==> src/rtl/doldur_pkg.sv <==
// Shared constants and types for the doldur word-packing fill register.
package doldur_pkg;

    localparam int DATA_W_D      = 32;
    localparam int DEPTH_WORDS_D = 2;
    localparam int CNT_W_D       = $clog2(DEPTH_WORDS_D + 1);

    typedef logic [CNT_W_D-1:0] cnt_t;

endpackage

==> src/rtl/doldur_cnt.sv <==
// Saturating fill counter with synchronous clear; full decoded from the count.
module doldur_cnt
    import doldur_pkg::*;
#(
    parameter int DEPTH_WORDS = DEPTH_WORDS_D,
    parameter int CNT_W       = $clog2(DEPTH_WORDS + 1)
) (
    input  logic             clk,
    input  logic             rst,
    input  logic             clr,
    input  logic             inc,
    output logic [CNT_W-1:0] count,
    output logic             full
);

    localparam logic [CNT_W-1:0] MAX = CNT_W'(DEPTH_WORDS);

    always_ff @(posedge clk) begin
        if (rst || clr) begin
            count <= '0;
        end else if (inc && (count != MAX)) begin
            count <= count + CNT_W'(1);
        end
    end

    assign full = (count == MAX);

endmodule

==> src/rtl/doldur_fill.sv <==
// Word-packing fill register: newest word enters the low end of depo.
// Optional DOLDUR_HOLD_WHEN_FULL_EN freezes depo when full and reports drops.
module doldur_fill
    import doldur_pkg::*;
#(
    parameter int DATA_W      = DATA_W_D,
    parameter int DEPTH_WORDS = DEPTH_WORDS_D,
    parameter int CNT_W       = $clog2(DEPTH_WORDS + 1),
    localparam int DEPO_W     = DATA_W * DEPTH_WORDS
) (
    input  logic              clk,
    input  logic              rst,
    input  logic              clr,
    input  logic              in_valid,
    input  logic [DATA_W-1:0] veri,
    output logic [DEPO_W-1:0] depo,
    output logic [CNT_W-1:0]  count,
`ifdef DOLDUR_HOLD_WHEN_FULL_EN
    output logic              full,
    output logic              drop
`else
    output logic              full
`endif
);

    logic accept;

`ifdef DOLDUR_HOLD_WHEN_FULL_EN
    assign accept = in_valid && !full;

    // A word offered while full is lost; flag it for one cycle.
    always_ff @(posedge clk) begin
        if (rst || clr) begin
            drop <= 1'b0;
        end else begin
            drop <= in_valid && full;
        end
    end
`else
    assign accept = in_valid;
`endif

    always_ff @(posedge clk) begin
        if (rst || clr) begin
            depo <= '0;
        end else if (accept) begin
            depo <= {depo[DEPO_W-DATA_W-1:0], veri};
        end
    end

    doldur_cnt #(
        .DEPTH_WORDS (DEPTH_WORDS),
        .CNT_W       (CNT_W)
    ) u_cnt (
        .clk   (clk),
        .rst   (rst),
        .clr   (clr),
        .inc   (accept),
        .count (count),
        .full  (full)
    );

endmodule

==> config.mk <==
export PLATFORM = sky130hd
export DESIGN_NAME = doldur_fill
export DESIGN_NICKNAME = d
export VERILOG_FILES = /design/src/rtl/doldur_pkg.sv /design/src/rtl/doldur_cnt.sv /design/src/rtl/doldur_fill.sv
export SDC_FILE = /design/constraint.sdc
export NUM_CORES = 1
export LEC_CHECK = 0
export BUFFER_PORTS_ARGS = -buffer_cell sky130_fd_sc_hd__buf_2
export CAP_MARGIN = 15
export CORE_MARGIN = 5
export CORE_UTILIZATION = 45
export CTS_CLUSTER_SIZE = 30
export DETAILED_ROUTE_END_ITERATION = 8
export GPL_ROUTABILITY_DRIVEN = 0
export PLACE_DENSITY = 0.76
export SYNTH_ARGS = -nofsm -noshare
export SYNTH_HDL_FRONTEND = slang
export SYNTH_SLANG_ARGS = --single-unit
==> constraint.sdc <==
create_clock -name clk -period 1.2 [get_ports clk]
set_input_delay 0.06 -clock clk [delete_from_list [all_inputs] [get_ports clk]]
set_output_delay 0.06 -clock clk [all_outputs]
set_load 0.02 [all_outputs]
==> metrics.yaml <==
power_and_ir_drop:
  swShare: 0.216
  ir_drop_mv: 0.866
  p_clk_frac: 0.419
  p_leak_nw: 1.76
  switchingPower_mw: 1.03
  power_mw: 4.74
  p_comb_frac: 0.102
  p_int_mw: 3.72
  power_density_nw_per_um2: 1380
  pwr-share-seq: 0.479
synth:
  synth_edf_count: 0
  syn_avg_cell_area_um2: 11.1
  synth_seq_cells: 66
  ys_types: 11
  syn_nets: 253
  syn_inst: 216
  synth_top_area_share: 0.551
  synthTopCellsByCount: "66 x dfxtp_1, 66 x nor2_1, 64 x mux2i_1, 12 x buf_6, 2 x clkbuf_1"
  async_reset_ff_frac: 0
  yosysSeqAreaShare: 0.551
  synthTopCellsByArea: "dfxtp_1 55%, mux2i_1 27%, nor2_1 10%"
  synth_top_area_cell: "dfxtp_1"
  synth_warnings: 0
  synth_ff_type: "dfxtp_1"
  syn_area_um2: 2400
clock_tree:
  cts.repair.resized: 0
  cts_buffer_depth: 2
  cts.clk_slew.worst_paths_ns: 0.06
  cts_root_buffer: "clkbuf_8"
  insertion_delay_ns: 0.32
  cts_tree: "built"
  cts.sink_count: 66
  cts_buffers: 9
  htreeDepth: 3
sta:
  fin_crit_sh: 0.932
  tns_ns: 0
  finalMaxSlewViolations: 0
  fin_ws_ns: 0.0821
  fin_hold_ws_ns: 0.0253
  relSlewSlack: 0.534
  min_period_ns: 1.12
  rsz0062_at_grt: "false"
  skew_ns: 0.00798
  worstMarginPinSlew_ns: 0.700
  final-hold-violation-count: 0
  timing.fmax_ghz: 0.895
  finalSetupViolations: 0
worst_setup_path:
  r2r_start: "u_cnt.count[0]$_SDFFE_PP0P_"
  cp.required_ns: 1.14
  slowest_delay_ns: 0.33
  rrSetupSlack_ns: 0.13
  worstSetupStartpointType: "register"
  r2r_cells: 5
  slowest_stage: "dfxtp_2"
  cp.arrival_ns: 1.06
  crit_chain: "inv_1, ha_2, buf_2"
  crit_path_end_kind: "output pin"
  critPathMaxFanout: 3
  timing.rr.end: "u_cnt.count[1]$_SDFFE_PP0P_"
  path_class: "reg -> out"
global_route:
  grt_pass1_wl_um: 9200
  grt_max_degree: 67
  grt_overflow: 0
  track_usage: 0.163
  antenna_found_initial: 0
  grt_pass1_vias: 1944
routing:
  firstDrtPassIters: 4
  num_vias: 1916
  drc: 0
  first_iter_violations: 45
  vias_per_cell: 4.54
  antenna_left: 0
  totalWireLength_um: 5430
  post_drt_wl_per_cell_um: 12.9
place:
  placed_area_um2: 2900
  post-place-ws_ns: 0.114
  place_inst: 376
  dp_hpwl_um: 3470
  io_buffers: 102
hold_path:
  hold_start: "veri[14]"
  min_path_type: "in -> reg"
  worstHoldPathCells: 3
  min_to: "depo[14]$_SDFFE_PP0P_"
die:
  ios: 103
  die-area_um2: 6890
  rows: 26
  die_width_um: 83.0
  start_util: 0.467
  die_h_um: 83.0
  core_area_um2: 5140
final_layout:
  num-fill-cells: 419
  seq_area_um2: 1320
  antennaDiodeCount: 0
  stdcell_area_um2: 3440
  stdcell_count: 422
  layout-drive-gt1-share: 0.349
  fin_util: 0.669
  nets: 385
  multiInputGateArea_um2: 937
  area_growth_pct: 43.2
flow_run:
  max_cap_viol_count: 0
run_status:
  outcome: "complete, no violations"
placed cells by master, fill, tap and decap left out:
master,count
buf_2,101
nor2_1,66
dfxtp_1,65
mux2i_1,64
dlygate4sd3_1,31
clkbuf_8,14
buf_12,2
inv_1,1
or2_4,1
nor2b_2,1
xnor2_1,1
a211oi_1,1
ha_2,1
bufinv_16,1
buf_4,1
dfxtp_2,1
metal layers:
layer	vias up	GRT usage	wire (um)
met3	5	0.0663	391
li1	979	-	-
met2	63	0.275	2650
met5	-	0	0
met1	869	0.180	2320
met4	0	0.0713	61
cell families (layout without fill, tap and decap cells):
kind of cell	after synthesis	count (layout)	synth area share
fa+ha+maj	1	1	0.00521
buf+inv	15	151	0.0610
flops	66	66	0.551
xor+xnor	1	1	0.00365
mux	64	64	0.267
compound gates	1	1	0.00313
simple gates	68	68	0.109
power by group through the flow:
stage | clock network [mW] | registers, mW | logic [mW]
final | 1.99 | 2.27 | 0.484
after global routing | 2.16 | 2.28 | 0.525
after CTS | 2.05 | 2.27 | 0.484
after detailed placement | 0 | 2.32 | 0.406
after global placement | 0 | 2.32 | 0.397
after floorplan | 0 | 2.38 | 0.237
registers in the layout, indices dropped and copies added, names as in the netlist:
register     cells
u_cnt.count      2
depo            64
critical path: cells and delay by family (launching register included):
family	cells	cell delay [ns]
adder cells (fa/ha/maj)	1	0.18
buffers and inverters	2	0.23
flip-flops	1	0.33
area by class of cell:
class / instances / area share
multi-input cells: 135 / 0.273
well taps: 70 / 0.0255
clock inverters: 1 / 0.00874
clock buffers: 14 / 0.0561
repair buffers: 135 / 0.251
inverters: 1 / 0.00109
flip-flops and latches: 66 / 0.385
worst max-delay path by stage:
stage / end / depth (start not counted) / slack [ns] / startpoint
5_1_grt: full / 3 / 0.02 / u_cnt.count[0]$_SDFFE_PP0P_
2_1_floorplan: u_cnt.count[1]$_SDFFE_PP0P_ / 5 / 0.06 / u_cnt.count[0]$_SDFFE_PP0P_
4_1_cts: full / 3 / 0.06 / u_cnt.count[0]$_SDFFE_PP0P_
6_report: full / 3 / 0.08 / u_cnt.count[0]$_SDFFE_PP0P_
3_5_place_dp: u_cnt.count[1]$_SDFFE_PP0P_ / 5 / 0.11 / u_cnt.count[0]$_SDFFE_PP0P_
3_3_place_gp: u_cnt.count[0]$_SDFFE_PP0P_ / 5 / 0.19 / u_cnt.count[0]$_SDFFE_PP0P_
what timing repair did:
item	in CTS	in global routing
setup buffers	0	0
hold buffers	31	0
hold endpoints to repair	31	0
setup endpoints to repair	0	0
Note: power is estimated with default switching activity, not from simulation.
